File: config.mk
export PLATFORM = sky130hd
export DESIGN_NAME = mult_fu_flat
export DESIGN_NICKNAME = d
export VERILOG_FILES = /design/src/rtl/mult_fu_if.sv /design/src/rtl/mult_fu.sv /design/src/flat_wrapper.sv
export SDC_FILE = /design/constraint.sdc
export NUM_CORES = 2
export LEC_CHECK = 0
export BUFFER_PORTS_ARGS = -buffer_cell sky130_fd_sc_hd__buf_2
export CAP_MARGIN = 10
export CORE_ASPECT_RATIO = 0.7
export CORE_MARGIN = 2
export CORE_UTILIZATION = 30
export CTS_CLUSTER_SIZE = 20
export DETAILED_ROUTE_END_ITERATION = 8
export GPL_TIMING_DRIVEN = 0
export PLACE_DENSITY = 0.54
export SLEW_MARGIN = 20
export SYNTH_ARGS = -nofsm -noshare
export SYNTH_HDL_FRONTEND = slang
export SYNTH_SLANG_ARGS = --single-unit
File: constraint.sdc
create_clock -name clock -period 9.98 [get_ports clock]
set_input_delay 1.996 -clock clock [delete_from_list [all_inputs] [get_ports clock]]
set_output_delay 1.996 -clock clock [all_outputs]
set_load 0.05 [all_outputs]
File: src/rtl/mult_fu_if.sv
// Issue and CDB bundle shared by the reservation station, mult_fu and the CDB arbiter.
// The master side drives issue packets and the CDB grant; the slave side is the unit.
interface mult_fu_if #(
    parameter int XLEN          = 32,
    parameter int PRN_WIDTH     = 6,
    parameter int ROB_CNT_WIDTH = 5
);
    logic                     fu_valid;
    logic [1:0]               fu_func;
    logic [XLEN-1:0]          fu_rs1;
    logic [XLEN-1:0]          fu_rs2;
    logic [PRN_WIDTH-1:0]     fu_dest_prn;
    logic [ROB_CNT_WIDTH-1:0] fu_robn;
    logic                     avail;
    logic                     cdb_grant;
    logic                     out_valid;
    logic [XLEN-1:0]          out_value;
    logic [PRN_WIDTH-1:0]     out_dest_prn;
    logic [ROB_CNT_WIDTH-1:0] out_robn;

    modport master (
        output fu_valid, fu_func, fu_rs1, fu_rs2, fu_dest_prn, fu_robn, cdb_grant,
        input  avail, out_valid, out_value, out_dest_prn, out_robn
    );

    modport slave (
        input  fu_valid, fu_func, fu_rs1, fu_rs2, fu_dest_prn, fu_robn, cdb_grant,
        output avail, out_valid, out_value, out_dest_prn, out_robn
    );
endinterface

File: src/rtl/mult_fu.sv
// Pipelined RV32M multiply unit: STAGES-deep elastic pipeline holding its result as a CDB request.
// Optional macro MULT_SQUASH_EN adds a squash input that flushes every in-flight op.
module mult_fu #(
    parameter int STAGES        = 4,
    parameter int XLEN          = 32,
    parameter int PRN_WIDTH     = 6,
    parameter int ROB_CNT_WIDTH = 5
) (
    input logic      clock,
    input logic      reset,
`ifdef MULT_SQUASH_EN
    input logic      squash,
`endif
    mult_fu_if.slave fu
);
    localparam int PW    = 2 * XLEN;
    localparam int CHUNK = PW / STAGES;
    localparam int LAST  = STAGES - 1;

    localparam logic [1:0] FUNC_MUL    = 2'd0;
    localparam logic [1:0] FUNC_MULH   = 2'd1;
    localparam logic [1:0] FUNC_MULHSU = 2'd2;

    logic [STAGES-1:0]        vld_p;
    logic [1:0]               func_p   [STAGES];
    logic [PW-1:0]            mcand_p  [STAGES];
    logic [PW-1:0]            mplier_p [STAGES];
    logic [PW-1:0]            psum_p   [STAGES];
    logic [PRN_WIDTH-1:0]     prn_p    [STAGES];
    logic [ROB_CNT_WIDTH-1:0] robn_p   [STAGES];

    logic [STAGES-1:0] ready;
    logic              flush;
    logic              accept;
    logic [PW-1:0]     mcand_in;
    logic [PW-1:0]     mplier_in;

    function automatic logic [PW-1:0] extend(input logic [XLEN-1:0] v, input logic sgn);
        return {{XLEN{sgn & v[XLEN-1]}}, v};
    endfunction

    // One multiplier digit per stage; everything is modulo 2^64, so signedness lives only in extension.
    function automatic logic [PW-1:0] accumulate(input logic [PW-1:0] psum,
                                                 input logic [PW-1:0] mcand,
                                                 input logic [PW-1:0] mplier);
        logic [PW-1:0] digit;
        digit = PW'(mplier[CHUNK-1:0]);
        return psum + mcand * digit;
    endfunction

`ifdef MULT_SQUASH_EN
    assign flush = squash;
`else
    assign flush = 1'b0;
`endif

    // A stage can load when it is empty or its occupant moves on; the chain starts at the CDB grant.
    always_comb begin
        ready       = '0;
        ready[LAST] = !vld_p[LAST] || fu.cdb_grant;
        for (int s = LAST - 1; s >= 0; s--) begin
            ready[s] = !vld_p[s] || ready[s+1];
        end
    end

    assign fu.avail  = ready[0];
    assign accept    = fu.fu_valid && ready[0];
    assign mcand_in  = extend(fu.fu_rs1, (fu.fu_func == FUNC_MULH) || (fu.fu_func == FUNC_MULHSU));
    assign mplier_in = extend(fu.fu_rs2, fu.fu_func == FUNC_MULH);

    always_ff @(posedge clock) begin
        if (reset) begin
            vld_p <= '0;
            for (int s = 0; s < STAGES; s++) begin
                func_p[s]   <= '0;
                mcand_p[s]  <= '0;
                mplier_p[s] <= '0;
                psum_p[s]   <= '0;
                prn_p[s]    <= '0;
                robn_p[s]   <= '0;
            end
        end else if (flush) begin
            vld_p <= '0;
        end else begin
            // stage s-1 -> stage s boundary
            for (int s = 1; s < STAGES; s++) begin
                if (ready[s]) begin
                    vld_p[s] <= vld_p[s-1];
                    if (vld_p[s-1]) begin
                        func_p[s]   <= func_p[s-1];
                        mcand_p[s]  <= mcand_p[s-1] << CHUNK;
                        mplier_p[s] <= mplier_p[s-1] >> CHUNK;
                        psum_p[s]   <= accumulate(psum_p[s-1], mcand_p[s-1], mplier_p[s-1]);
                        prn_p[s]    <= prn_p[s-1];
                        robn_p[s]   <= robn_p[s-1];
                    end
                end
            end
            // issue -> stage 0 boundary
            if (ready[0]) begin
                vld_p[0] <= accept;
                if (accept) begin
                    func_p[0]   <= fu.fu_func;
                    mcand_p[0]  <= mcand_in << CHUNK;
                    mplier_p[0] <= mplier_in >> CHUNK;
                    psum_p[0]   <= accumulate('0, mcand_in, mplier_in);
                    prn_p[0]    <= fu.fu_dest_prn;
                    robn_p[0]   <= fu.fu_robn;
                end
            end
        end
    end

    assign fu.out_valid    = vld_p[LAST];
    assign fu.out_value    = (func_p[LAST] == FUNC_MUL) ? psum_p[LAST][XLEN-1:0]
                                                        : psum_p[LAST][PW-1:XLEN];
    assign fu.out_dest_prn = prn_p[LAST];
    assign fu.out_robn     = robn_p[LAST];
endmodule

File: src/flat_wrapper.sv
// flat-port wrapper written by rule: the top's interface ports become plain ports
module mult_fu_flat 
#(
    parameter int STAGES        = 4,
    parameter int XLEN          = 32,
    parameter int PRN_WIDTH     = 6,
    parameter int ROB_CNT_WIDTH = 5
)
  (clock, reset, fu_fu_valid, fu_fu_func, fu_fu_rs1, fu_fu_rs2, fu_fu_dest_prn, fu_fu_robn, fu_cdb_grant, fu_avail, fu_out_valid, fu_out_value, fu_out_dest_prn, fu_out_robn);
  mult_fu_if #(.XLEN(XLEN), .PRN_WIDTH(PRN_WIDTH), .ROB_CNT_WIDTH(ROB_CNT_WIDTH)) fu_i ();
  input logic clock;
  input logic reset;
  input wire logic [$bits(fu_i.fu_valid)-1:0] fu_fu_valid;
  input wire logic [$bits(fu_i.fu_func)-1:0] fu_fu_func;
  input wire logic [$bits(fu_i.fu_rs1)-1:0] fu_fu_rs1;
  input wire logic [$bits(fu_i.fu_rs2)-1:0] fu_fu_rs2;
  input wire logic [$bits(fu_i.fu_dest_prn)-1:0] fu_fu_dest_prn;
  input wire logic [$bits(fu_i.fu_robn)-1:0] fu_fu_robn;
  input wire logic [$bits(fu_i.cdb_grant)-1:0] fu_cdb_grant;
  output wire logic [$bits(fu_i.avail)-1:0] fu_avail;
  output wire logic [$bits(fu_i.out_valid)-1:0] fu_out_valid;
  output wire logic [$bits(fu_i.out_value)-1:0] fu_out_value;
  output wire logic [$bits(fu_i.out_dest_prn)-1:0] fu_out_dest_prn;
  output wire logic [$bits(fu_i.out_robn)-1:0] fu_out_robn;
  assign fu_i.fu_valid = fu_fu_valid;
  assign fu_i.fu_func = fu_fu_func;
  assign fu_i.fu_rs1 = fu_fu_rs1;
  assign fu_i.fu_rs2 = fu_fu_rs2;
  assign fu_i.fu_dest_prn = fu_fu_dest_prn;
  assign fu_i.fu_robn = fu_fu_robn;
  assign fu_i.cdb_grant = fu_cdb_grant;
  assign fu_avail = fu_i.avail;
  assign fu_out_valid = fu_i.out_valid;
  assign fu_out_value = fu_i.out_value;
  assign fu_out_dest_prn = fu_i.out_dest_prn;
  assign fu_out_robn = fu_i.out_robn;
  mult_fu #(.STAGES(STAGES), .XLEN(XLEN), .PRN_WIDTH(PRN_WIDTH), .ROB_CNT_WIDTH(ROB_CNT_WIDTH)) u_core (.clock(clock), .reset(reset), .fu(fu_i));
endmodule
==> results.ini <==
[outcome]
status=completed

[logic_synthesis]
yosysWarnings=0
ys_seq_area_frac=0.188
synth-edff-count=394
ys_ff_latch=398
synth_flop_cell=edfxtp_1
synthesis.area_um2=63400
postSynthCellCount=6391
synthDistinctLibCells=85
async_reset_ff_frac=0
avgSynthCellArea_um2=9.92
synthesis.nets=8129

[layout]
final_core_util=0.329
layout-area-overhead-vs-synth_pct=9.16
nNetsFinal=8300
stdcell_count=9397
drive_above_1_share=0.0414

[global_routing]
grt_pass1_vias=46500
busiest_layer=met1
antenna_found_initial=31
overflow=0
grt_pass1_wl_um=306000
met1_usage=0.301
track_usage=0.193
grtUsageMet2=0.261
grt_max_degree=60
use_met3=0.0585

[setup_path]
end_kind=register
cp.depth=23
critPathMaxFanout=10
path_cells=buf_2, inv_1, ha_1, nor2b_1, clkbuf_1, clkbuf_1, nand2_1, fa_1, inv_1, fa_1, fa_1, fa_1, fa_1, fa_1, ha_1, clkbuf_1, a21o_1, a21o_1, a21oi_1, nand2_1, o31ai_2, o211a_1, nor4_1
critPathTopFamily=adder cells
regToRegStartpoint=u_core.mcand_p[0][10]
critPathLaunchType=input port
cp.arrival_ps=9780
critPathBufInv=6
cpMostUsedCell=fa_1
path_class=in2reg
ff2ff_path_depth=21
cp-startpoint=fu_fu_func[1]
crit_slowest_cell=fa_1
max_stage_delay_ps=860
worstPathRequired_ps=10300

[clock_network]
htree_levels=2
cts_sinks=398
clock_latency_ps=630
cts_hold_buf=0
cts_resized=0
cts.path.max_buffers=3
root_buffer=clkbuf_16
numCtsBuffers=40
path_clk_slew_ps=70
postCtsSetupBuffers=0
cts_tree=yes

[route]
drtIter0Drc=3951
avgViaCountPerCell=4.66
dr.pass1.iters=6
drc=0
num_vias=43800
antenna_left=0
wl_per_cell_um=21.7
wirelength_um=204000

[placed_design]
placed_cells=9308
io_buffers=123
routabilityCongestion=0.943
place.detailed.hpwl_um=174000

[timing]
setup-violations-final=0
slew_viol_final=0
fin_skew_ps=30.3
period_needed_ps=9460
final-hold-violation-count=0
tns_ps=0
worst_slew_pin_slew_ps=1250
clock.fmax_mhz=106
slew_headroom=0.169
rsz0062_at_grt=no
layout_worst_path_cycle_share=0.948
whs_ps=468

[floorplan]
dieWidth_um=553
io_pins=126
initial_utilization=0.301
row_count=141
core_area_um2=210000
dieHeight_um=389
dieArea_um2=215000

[hold_path]
hp-start=u_core.vld_p[0]
hold_depth=2
min_path_type=reg2reg

[job]
drv_cap=0

[cell families (layout without fill, tap and decap cells)]
group,after synthesis,count (layout),share of synthesized area
XOR/XNOR,160,160,0.0221
AO/OA/AOI/OAI,402,402,0.0433
buffers and inverters,1953,2155,0.116
other,0,16,0
adder cells (fa/ha/maj),1657,1657,0.486
multiplexers,35,35,0.00616
AND/OR/NAND/NOR,1786,1786,0.138
flip-flops,398,398,0.188
[state kept, by name, summed over array words and instances, names as in the netlist]
name and count:
u_core.mplier_p 19, u_core.vld_p 4, u_core.prn_p 24, u_core.robn_p 20, u_core.func_p 8, u_core.psum_p 242, u_core.mcand_p 81
[final timing paths]
check                                             to  slack [ps]
worst max-delay path            u_core.psum_p[0][62]         520
worst min-delay path                 u_core.vld_p[1]         470
worst max register to register  u_core.psum_p[1][63]        2030
worst min register to register       u_core.vld_p[1]         470
[stage by stage]
stage	area [um^2]	setup slack, ps
2_1_floorplan	63400	1660
3_3_place_gp	67500	35.2
3_5_place_dp	67700	53.2
4_1_cts	69100	680
5_1_grt	69100	203
6_report	69200	519
[layer usage]
metal | vias up | wire [um]
met2 | 1631 | 78800
met5 | - | 13
met3 | 167 | 21800
met1 | 22800 | 100000
li1 | 19200 | -
met4 | 2 | 2980
[cell usage in the layout, fill, tap and decap left out, types with 15 or more instances in the layout]
master and count:
a211oi_1 15, clkbuf_16 40, xnor2_1 109, fa_1 1345, nand2_1 787, xor2_1 51
or3_1 15, nand3_1 23, o21ai_1 22, o21a_1 15, o21ai_0 47, o21bai_1 16
nor3_1 27, diode_2 16, nand4_1 20, clkbuf_1 241, ha_1 312, inv_1 1705
a21o_1 64, mux2_2 32, a31oi_1 20, edfxtp_1 394, buf_2 126, and2_1 675
nor2_1 170, a21oi_1 112
[layout make-up]
type | instances | area [um^2]
Antenna cell | 16 | 40.0
Buffer | 248 | 952
Clock buffer | 44 | 1020
Clock inverter | 29 | 439
Fill cell | 21700 | 141000
Inverter | 1705 | 6400
Multi-Input combinational cell | 4040 | 44200
Sequential cell | 398 | 11900
Tap cell | 2788 | 3490
Timing Repair Buffer | 129 | 781
[worst min-delay path, stage by stage, from the launching register on]
cell,delay [ps]
dfxtp_1,320
inv_1,50
a21oi_1,50
[synthesized netlist by cell type (all sizes together), types with 6 or more instances]
cell / number / share of area
o21bai: 16 / 0.0019
a21o: 64 / 0.0076
o211ai: 12 / 0.0016
nand2: 788 / 0.047
nor2b: 14 / 0.0014
and3: 14 / 0.0014
nand2b: 14 / 0.0014
inv: 1705 / 0.10
nand3: 23 / 0.0018
or2: 9 / 0.00089
buf: 6 / 0.00059
and2: 676 / 0.067
nand4: 20 / 0.0020
o21a: 16 / 0.0019
fa: 1345 / 0.42
or3: 15 / 0.0015
mux2: 32 / 0.0057
nor2: 170 / 0.010
a211oi: 17 / 0.0022
a31oi: 21 / 0.0023
o31ai: 9 / 0.0011
o21ai: 69 / 0.0054
a21oi: 115 / 0.0093
edfxtp: 394 / 0.19
ha: 312 / 0.062
nor3: 27 / 0.0021
xor2: 51 / 0.0070
xnor2: 109 / 0.015
clkbuf: 242 / 0.014
Power is not shown: default switching activity piles up to over one toggle a cycle in this logic, so the estimate is an artifact.
